$ cat config.mk
export PLATFORM = sky130hd
export DESIGN_NAME = ser_cmd_decoder
export DESIGN_NICKNAME = d
export VERILOG_FILES = /design/src/rtl/ser_pkg.sv /design/src/rtl/ser_byte_fifo.sv /design/src/rtl/ser_cmd_decoder.sv
export SDC_FILE = /design/constraint.sdc
export NUM_CORES = 1
export LEC_CHECK = 0
export CAP_MARGIN = 20
export CORE_MARGIN = 2
export CORE_UTILIZATION = 55
export CTS_BUF_LIST = sky130_fd_sc_hd__clkbuf_4
export DETAILED_ROUTE_END_ITERATION = 12
export PLACE_DENSITY = 0.77
export SLEW_MARGIN = 30
export SYNTH_ARGS = -nofsm -noshare
export SYNTH_HDL_FRONTEND = slang
export SYNTH_SLANG_ARGS = --single-unit
$ cat constraint.sdc
create_clock -name clk -period 2.7 [get_ports clk]
set_clock_uncertainty 0.2 [all_clocks]
set_input_delay 0.54 -clock clk [delete_from_list [all_inputs] [get_ports clk]]
set_output_delay 0.54 -clock clk [all_outputs]
set_load 0.02 [all_outputs]
$ cat src/rtl/ser_pkg.sv
// Shared definitions for the serial command decoder: opcodes, FSM encoding
// and the framebuffer address width.
package ser_pkg;

  localparam int ADDR_W = 16;

  localparam logic [7:0] OP_WRITE = 8'h01;
  localparam logic [7:0] OP_FILL  = 8'h02;

  typedef enum logic [2:0] {
    ST_IDLE    = 3'd0,
    ST_ADDR_HI = 3'd1,
    ST_ADDR_LO = 3'd2,
    ST_COUNT   = 3'd3,
    ST_DATA    = 3'd4,
    ST_WRITE   = 3'd5
  } state_t;

endpackage

$ cat src/rtl/ser_byte_fifo.sv
// Byte FIFO with a registered head-of-queue output; a byte pushed at one edge
// is visible on dout (and poppable) from the next edge onward.
module ser_byte_fifo #(
  parameter int DEPTH_LOG2 = 3
) (
  input  logic       clk,
  input  logic       reset,
  input  logic       push,
  input  logic [7:0] din,
  input  logic       pop,
  output logic [7:0] dout,
  output logic       empty,
  output logic       full,
  output logic       drop
);

  localparam int DEPTH = 1 << DEPTH_LOG2;
  localparam logic [DEPTH_LOG2:0] DEPTH_CNT = (DEPTH_LOG2 + 1)'(DEPTH);

  logic [7:0]            mem [DEPTH];
  logic [DEPTH_LOG2-1:0] wr_ptr_reg;
  logic [DEPTH_LOG2-1:0] rd_ptr_reg;
  logic [DEPTH_LOG2-1:0] rd_ptr_next;
  logic [DEPTH_LOG2:0]   count_reg;
  logic [7:0]            dout_reg;
  logic                  push_ok;
  logic                  pop_ok;

  assign empty   = (count_reg == '0);
  assign full    = (count_reg == DEPTH_CNT);
  assign pop_ok  = pop && !empty;
  // At full a push is only accepted when a pop frees a slot on the same edge.
  assign push_ok = push && (!full || pop_ok);
  assign drop    = push && full && !pop_ok;

  assign rd_ptr_next = pop_ok ? rd_ptr_reg + 1'b1 : rd_ptr_reg;
  assign dout        = dout_reg;

  always_ff @(posedge clk) begin
    if (push_ok) begin
      mem[wr_ptr_reg] <= din;
    end
  end

  always_ff @(posedge clk) begin
    if (reset) begin
      wr_ptr_reg <= '0;
      rd_ptr_reg <= '0;
      count_reg  <= '0;
      dout_reg   <= '0;
    end else begin
      if (push_ok) begin
        wr_ptr_reg <= wr_ptr_reg + 1'b1;
      end
      rd_ptr_reg <= rd_ptr_next;
      case ({push_ok, pop_ok})
        2'b10:   count_reg <= count_reg + 1'b1;
        2'b01:   count_reg <= count_reg - 1'b1;
        default: count_reg <= count_reg;
      endcase
      // New head is being written this edge when the queue drains to it.
      if (push_ok && (wr_ptr_reg == rd_ptr_next)) begin
        dout_reg <= din;
      end else begin
        dout_reg <= mem[rd_ptr_next];
      end
    end
  end

endmodule

$ cat src/rtl/ser_cmd_decoder.sv
// Parses the serial byte stream into framebuffer single writes and
// address-incrementing fill bursts on a valid/ready write port.
module ser_cmd_decoder
  import ser_pkg::*;
#(
  parameter int         FIFO_DEPTH_LOG2 = 3,
  parameter logic [7:0] OP_WRITE        = ser_pkg::OP_WRITE,
  parameter logic [7:0] OP_FILL         = ser_pkg::OP_FILL
) (
  input  logic              clk,
  input  logic              reset,
  input  logic              rx_full,
  input  logic [7:0]        rx_data,
  output logic              wr_valid,
  input  logic              wr_ready,
  output logic [ADDR_W-1:0] wr_addr,
  output logic [7:0]        wr_data,
  output logic              busy,
  output logic              overrun,
  output logic [7:0]        bad_cmd_count
);

  state_t            state_reg, state_next;
  logic              is_fill_reg, is_fill_next;
  logic [8:0]        remaining_reg, remaining_next;
  logic              wr_valid_reg, wr_valid_next;
  logic [ADDR_W-1:0] wr_addr_reg, wr_addr_next;
  logic [7:0]        wr_data_reg, wr_data_next;
  logic [7:0]        bad_count_reg, bad_count_next;
  logic              overrun_reg, overrun_next;

  logic       fifo_pop;
  logic [7:0] fifo_dout;
  logic       fifo_empty;
  logic       fifo_full;
  logic       fifo_drop;

  ser_byte_fifo #(
    .DEPTH_LOG2(FIFO_DEPTH_LOG2)
  ) u_fifo (
    .clk   (clk),
    .reset (reset),
    .push  (rx_full),
    .din   (rx_data),
    .pop   (fifo_pop),
    .dout  (fifo_dout),
    .empty (fifo_empty),
    .full  (fifo_full),
    .drop  (fifo_drop)
  );

  // Every state except WRITE consumes one byte per cycle when one is available.
  assign fifo_pop = (state_reg != ST_WRITE) && !fifo_empty;

  always_ff @(posedge clk) begin
    if (reset) begin
      state_reg     <= ST_IDLE;
      is_fill_reg   <= 1'b0;
      remaining_reg <= '0;
      wr_valid_reg  <= 1'b0;
      wr_addr_reg   <= '0;
      wr_data_reg   <= '0;
      bad_count_reg <= '0;
      overrun_reg   <= 1'b0;
    end else begin
      state_reg     <= state_next;
      is_fill_reg   <= is_fill_next;
      remaining_reg <= remaining_next;
      wr_valid_reg  <= wr_valid_next;
      wr_addr_reg   <= wr_addr_next;
      wr_data_reg   <= wr_data_next;
      bad_count_reg <= bad_count_next;
      overrun_reg   <= overrun_next;
    end
  end

  always_comb begin
    state_next     = state_reg;
    is_fill_next   = is_fill_reg;
    remaining_next = remaining_reg;
    wr_valid_next  = wr_valid_reg;
    wr_addr_next   = wr_addr_reg;
    wr_data_next   = wr_data_reg;
    bad_count_next = bad_count_reg;
    overrun_next   = overrun_reg | fifo_drop;

    case (state_reg)
      ST_IDLE: begin
        if (fifo_pop) begin
          if ((fifo_dout == OP_WRITE) || (fifo_dout == OP_FILL)) begin
            is_fill_next = (fifo_dout == OP_FILL);
            state_next   = ST_ADDR_HI;
          end else if (bad_count_reg != 8'hFF) begin
            bad_count_next = bad_count_reg + 1'b1;
          end
        end
      end
      ST_ADDR_HI: begin
        if (fifo_pop) begin
          wr_addr_next[15:8] = fifo_dout;
          state_next         = ST_ADDR_LO;
        end
      end
      ST_ADDR_LO: begin
        if (fifo_pop) begin
          wr_addr_next[7:0] = fifo_dout;
          state_next        = is_fill_reg ? ST_COUNT : ST_DATA;
        end
      end
      ST_COUNT: begin
        if (fifo_pop) begin
          remaining_next = {fifo_dout == 8'h00, fifo_dout};
          state_next     = ST_DATA;
        end
      end
      ST_DATA: begin
        if (fifo_pop) begin
          wr_data_next = fifo_dout;
          state_next   = ST_WRITE;
        end
      end
      ST_WRITE: begin
        // First WRITE cycle launches the request from the freshly loaded data.
        if (!wr_valid_reg) begin
          wr_valid_next = 1'b1;
        end else if (wr_ready) begin
          remaining_next = remaining_reg - 1'b1;
          if (!is_fill_reg || (remaining_reg == 9'd1)) begin
            wr_valid_next = 1'b0;
            state_next    = ST_IDLE;
          end else begin
            wr_addr_next = wr_addr_reg + 1'b1;
          end
        end
      end
      default: begin
        state_next    = ST_IDLE;
        wr_valid_next = 1'b0;
      end
    endcase
  end

  assign wr_valid      = wr_valid_reg;
  assign wr_addr       = wr_addr_reg;
  assign wr_data       = wr_data_reg;
  assign overrun       = overrun_reg;
  assign bad_cmd_count = bad_count_reg;
  assign busy          = (state_reg != ST_IDLE) || !fifo_empty || fifo_full;

endmodule

### Word-level counts from Yosys, hierarchy flattened

Memory sizes are Yosys's and may differ from the RTL's. A register that Yosys moved wholly into a read port is not among the register bits.
Index checks and enable logic that the tools add are counted.

| storage, ports and cells | value |
|---|---|
| input bits | 12 |
| logic and storage cells | 104 |
| bits in registers | 57 |
| output and inout port bits | 35 |
| bits in writable memories | 64 |
| memories | 1 |

Memories:

| name | words | width | rd ports | clocked after memory_dff | write ports | RTL line | RTL |
|---|---|---|---|---|---|---|---|
| u_fifo.mem | 8 | 8 | 1 | 1 | 1 | ser_byte_fifo.sv:20 | `logic [7:0] mem [DEPTH];` |

| cells by class | value |
|---|---|
| bitwise gates (word level) | 2 |
| reduce and logical (&&, ||, !) cells | 30 |
| eq/ne operators | 23 |
| multiplexer cells | 29 |
| add/sub/neg operators | 7 |

Operator list:

| kind | number |
|---|---|
| two-way mux 16 bit | 3 |
| two-way mux 3 bit | 11 |
| case mux 8 bit (2 select lines) | 2 |
| two-way mux 9 bit | 3 |
| case mux 3 bit (6 select lines) | 1 |
| case mux 9 bit (2 select lines) | 1 |
| adder 16 x 1 -> 16 bit, second input constant | 1 |
| inequality test 2 x 1 -> 1 bit, second input constant | 5 |
| inequality test 2 bit, second input constant | 5 |
| AND reduction 5 bit | 2 |
| equality test 9 x 1 -> 1 bit, second input constant | 1 |
| AND reduction 9 bit | 1 |
| subtractor 9 x 1 -> 9 bit, second input constant | 1 |
| adder 8 x 1 -> 8 bit, second input constant | 1 |
| equality test 8 x 1 -> 1 bit, second input constant | 1 |
| equality test 8 x 2 -> 1 bit, second input constant | 1 |
| zero test 8 bit | 1 |
| two-way mux 8 bit | 1 |
| inequality test 8 bit, second input constant | 1 |
| case mux 4 bit (2 select lines) | 1 |
| AND reduction 4 bit | 2 |
| nonzero test 2 bit | 4 |
| adder 3 x 1 -> 3 bit, second input constant | 2 |
| equality test 3 x 2 -> 1 bit, second input constant | 2 |
| other kinds (21) | 37 |

### Logic depth before layout (Yosys ltp)

| depth | value |
|---|---|
| depth in word-level cells | 8 |
| gate-level depth with buffers | 11 |
| gate-level depth less buffers | 9 |

### By module

Synthesis repeated with hierarchy kept, for this count alone.

| unflattened totals | value |
|---|---|
| cell total of the unflattened synthesis | 737 |
| area, all modules | 7019.2 um^2 |

Modules (own cells, without submodules):

| module | cells an instance | sequential area each (um^2) | area an instance (um^2) | times used |
|---|---|---|---|---|
| ser_byte_fifo | 377 | 2282.2 | 4262.8 | 1 |
| ser_cmd_decoder | 360 | 940.9 | 2756.4 | 1 |

### Worst setup path after synthesis

Ideal clock, no wire load.

| timing path | value |
|---|---|
| kind | register to register |
| from | register state_reg[2] |
| to | memory u_fifo.mem[0][0], enable pin |
| period minus slack after synthesis | 2.550 ns |
| slack | 0.150 ns |
| buffers on the path | 2 |
| library setup time | 0.395 ns |
| stages on the path, launching flop included | 7 |
| arrival time | 1.955 ns |
| data required time | 2.105 ns |
| cells stage by stage | dfxtp_1 -> and3b_1 -> clkbuf_1 -> buf_1 -> nand3_1 -> nand2_1 -> nor4_1 |

| between the ends | value |
|---|---|
| cells in the longest elaborated chain, start to end | 7 |

RTL lines:

| what | RTL line | RTL |
|---|---|---|
| start, declared | ser_cmd_decoder.sv:23 | `state_t state_reg, state_next;` |
| start signal, assigned | ser_cmd_decoder.sv:66 | `state_reg <= state_next;` |
| inequality test 3 bit | ser_cmd_decoder.sv:53 | `assign fifo_pop = (state_reg != ST_WRITE) && !fifo_empty;` |
| logical AND 1 bit | ser_cmd_decoder.sv:53 |  |
| logical AND 1 bit | ser_byte_fifo.sv:31 | `assign pop_ok = pop && !empty;` |
| logical OR 1 bit | ser_byte_fifo.sv:33 | `assign push_ok = push && (!full \|\| pop_ok);` |
| logical AND 1 bit | ser_byte_fifo.sv:33 |  |
| two-way mux 1 bit | ser_byte_fifo.sv:40 | `if (push_ok) begin` |
| two-way mux 1 bit (implied by the code) | ser_byte_fifo.sv:41 | `mem[wr_ptr_reg] <= din;` |
| end, declared | ser_byte_fifo.sv:20 |  |

Every way passes these cells.

### Worst setup path in the final report

| timing path | value |
|---|---|
| from | register u_fifo.count_reg[1] |
| to | register u_fifo.count_reg[2] |

| between the ends | value |
|---|---|
| cells in the longest elaborated chain, start to end | 8 |
| elaborated cells on any way between the ends | 14 |
| classes of those cells | 2 x add/sub; 3 x eq/ne; 1 x mux; 8 x reduce/logical |

RTL lines:

| what | RTL line | RTL |
|---|---|---|
| start, declared | ser_byte_fifo.sv:24 | `logic [DEPTH_LOG2:0] count_reg;` |
| start signal, assigned | ser_byte_fifo.sv:57 | `2'b10: count_reg <= count_reg + 1'b1;` |
| start signal, assigned | ser_byte_fifo.sv:58 | `2'b01: count_reg <= count_reg - 1'b1;` |
| start signal, assigned | ser_byte_fifo.sv:59 | `default: count_reg <= count_reg;` |
| zero test 4 bit | ser_byte_fifo.sv:29 | `assign empty = (count_reg == '0);` |
| zero test 1 bit | ser_byte_fifo.sv:31, ser_cmd_decoder.sv:53 |  |
| logical AND 1 bit | ser_cmd_decoder.sv:53 |  |
| logical AND 1 bit | ser_byte_fifo.sv:31 |  |
| logical OR 1 bit | ser_byte_fifo.sv:33 |  |
| logical AND 1 bit | ser_byte_fifo.sv:33 |  |
| equality test 2 x 1 -> 1 bit or equality test 2 bit (tied branches) | ser_byte_fifo.sv:56 | `case ({push_ok, pop_ok})` |
| case mux 4 bit (2 select lines) or nonzero test 2 bit (tied branches) | -- |  |

Parallel ways exist; a longest one is shown, timed or not.
A chain may end at the register's enable or synchronous reset.

==> flow_metrics.py <==
metrics = {
    "finish": {
        "fillCellCount": 847,
        "layout_commonest_cell": "nand2_1",
        "finalNonFillerCells": 845,
        "final_cell_mix": "73 x nand2_1, 65 x dfxtp_1, 64 x edfxtp_1",
        "largest_register_ffs": 64,
        "antenna_cells": 0,
        "area_delta_synth_final_pct": 18.7,
        "final_nets": 711,
        "drive_above_1_share_pct": 14.0,
    },
    "synthesis": {
        "ys_seq_area_share_pct": 52.9,
        "syn_area_per_cell_sq_um": 9.87,
        "syn_nets": 636,
        "synth_warnings": 0,
        "ys.flop_type": "dfxtp_1",
        "synth.distinct_cells": 62,
        "ys_async_sr_fraction_pct": 0,
        "ys_ff_latch": 129,
        "syn-cell-area_sq_mm": 0.00609,
        "synth_edf_count": 64,
        "syn_inst": 617,
    },
    "floorplan": {
        "ios": 47,
        "coreArea_sq_mm": 0.0108,
        "start_util_pct": 56.2,
        "die_h_microns": 109,
        "rows": 38,
        "die_w_microns": 109,
        "die-area_sq_mm": 0.0119,
    },
    "pwr": {
        "power.static_leakage_uw": 0.00262,
        "vdd_drop_max_v": 0.000660,
        "power.density_mw_per_mm2": 893,
    },
    "drt": {
        "drtAntennaViolNets": 0,
        "firstDrtPassIters": 5,
        "viasPerCell": 6.05,
        "drt_iter0_markers": 550,
        "wl_per_cell_microns": 17.5,
        "routed_wl_microns": 14800,
        "drcViolationCount": 0,
        "vias": 5109,
    },
    "setup_path": {
        "end_kind": "flop",
        "start_kind": "flop",
        "r2r-start": "u_fifo.count_reg[1]$_SDFFE_PP0P_",
        "r2r-end": "u_fifo.count_reg[2]$_SDFFE_PP0P_",
        "required_ns": 2.92,
        "r2r_slack_ns": 0.07,
        "r2r_cells": 10,
        "crit_type": "flop to flop",
        "cp.arrival_ns": 2.85,
        "worstPathMaxFanout": 10,
    },
    "cts": {
        "cts-root-buf": "clkbuf_4",
        "clock_latency_ns": 0.54,
        "cts_tree": "built",
        "cts_buffer_depth": 2,
        "cts_max_level": 4,
        "numCtsBuffers": 17,
        "cts.sinks": 129,
        "clk_pin_slew_ns": 0.12,
        "ctsHoldBuffers": 0,
    },
    "sta": {
        "fin_crit_ns": 2.63,
        "whs_ns": 0.247,
        "hold_violations": 0,
        "post-route-period-util_pct": 97.5,
        "clock.fmax_ghz": 0.380,
        "finalMaxSlewViolations": 0,
        "tightest_slew_ns": 0.587,
        "relSlewSlack_pct": 60.4,
        "finalSetupViolations": 0,
    },
    "outcome": {
        "status": "completed",
    },
    "placed_design": {
        "dp_cells": 807,
        "gp_congestion": 0.922,
        "io_buffers": 46,
        "dp_hpwl_microns": 10200,
    },
    "flow_run": {
        "cap_violations": 0,
    },
    "global_route": {
        "overflow": 0,
        "grt_usage_pct": 25.8,
        "grt_max_degree": 56,
        "antenna_found_initial": 0,
        "grt_first_pass_wirelength_microns": 23500,
        "grt_pass1_vias": 4784,
    },
    "hold_path": {
        "min_to": "u_fifo.dout[4]$_SDFF_PP0_",
        "hp-start": "reset",
        "hold_depth": 3,
        "hold_class": "primary input to flop",
    },
}
==> cells by family (layout without fill, tap and decap cells) <==
group                    count (synthesis)  count (layout)  share of synthesized area, %
AO/OA/AOI/OAI                          150             150                          16.9
buffers and inverters                   47             135                          3.18
adder cells (fa/ha/maj)                  7               7                          1.44
AND/OR/NAND/NOR                        255             255                          20.7
multiplexers                            12              12                          2.38
flip-flops                             129             129                          52.9
XOR/XNOR                                17              17                          2.44
==> through the flow <==
step                      instance area [sq um]  total power (uW)  util [%]  worst slack (ns)  setup TNS [ns]
final                                      7230              6460      66.7            0.0679               0
after global routing                       7230              6840      66.7           -0.0497         -0.0497
after CTS                                  7170              6390      66.1          -0.00600        -0.00600
after detailed placement                   6870              5030      63.4            0.0477               0
after global placement                     6870              4930      63.4             0.161               0
after floorplan                            6090              4180         -             0.150               0
==> final cells by class <==
| type | count | area [sq um] | area share, % |
|---|---|---|---|
| multi-input cells | 441 | 2700 | 37.3 |
| flip-flops and latches | 129 | 3220 | 44.6 |
| clock inverters | 14 | 154 | 2.13 |
| repair buffers | 93 | 807 | 11.2 |
| inverters | 10 | 37.5 | 0.519 |
| well taps | 140 | 175 | 2.42 |
| clock buffers | 18 | 135 | 1.87 |
==> report_power, final <==
group / total [uW] / switching (uW) / internal (uW)
Sequential: 2310 / 111 / 2200
Combinational: 2810 / 1710 / 1100
Clock: 1340 / 767 / 574
Total: 6460 / 2580 / 3880
==> critical path, stage by stage (launching register included) <==
cell     delay (ns)
dfxtp_1        0.33
or4_4          0.55
buf_4          0.20
nand2_2        0.17
nor2_2         0.09
xor2_1         0.15
ha_1           0.23
nor2_1         0.08
a32oi_1        0.27
xor2_1         0.17
nor2_1         0.06
==> timing repair <==
item	4_1_cts	5_1_grt
setup buffers	1	5
pin swaps	1	2
gates resized for setup	5	6
endpoints found under the setup margin	1	9
==> worst max-delay path by stage <==
stage	startpoint	endpoint	slack [ns]
after global routing	u_fifo.count_reg[1]$_SDFFE_PP0P_	u_fifo.count_reg[2]$_SDFFE_PP0P_	-0.05
after CTS	u_fifo.count_reg[1]$_SDFFE_PP0P_	u_fifo.dout[0]$_SDFF_PP0_	-0.006
after global placement	rx_full	u_fifo.dout[4]$_SDFF_PP0_	0.16
after detailed placement	state_reg[1]$_SDFFE_PP0P_	u_fifo.dout[2]$_SDFF_PP0_	0.05
after floorplan	state_reg[2]$_SDFFE_PP0P_	u_fifo.mem[0][0]$_DFFE_PP_	0.15
final	u_fifo.count_reg[1]$_SDFFE_PP0P_	u_fifo.count_reg[2]$_SDFFE_PP0P_	0.07
==> Yosys cell counts (6+ instances only) <==
cell type / instances / area [sq um]
nand2_1: 74 / 278
dfxtp_1: 65 / 1300
edfxtp_1: 64 / 1920
nor2_1: 61 / 229
a21oi_1: 36 / 180
o21ai_0: 35 / 175
clkbuf_1: 32 / 120
nand3_1: 27 / 135
nor3_1: 19 / 95.1
and3_1: 18 / 113
a211oi_1: 17 / 128
xor2_1: 12 / 105
inv_1: 10 / 37.5
mux2i_1: 10 / 100
nand4_1: 9 / 56.3
and2_1: 8 / 50.1
nor3b_1: 8 / 60.1
ha_1: 7 / 87.6
a22oi_1: 6 / 45.0
a32o_1: 6 / 60.1
nor2b_1: 6 / 37.5
==> metal layers <==
metal  vias to the layer above  global-route usage (%)  wire, microns
met5                         -                       0              0
met4                         0                    12.2            393
met3                        35                    5.92            664
met2                       166                    41.8           7420
met1                      2460                    32.8           6320
li1                       2448                       -              -
No activity file was read; power rests on OpenSTA's default activity.
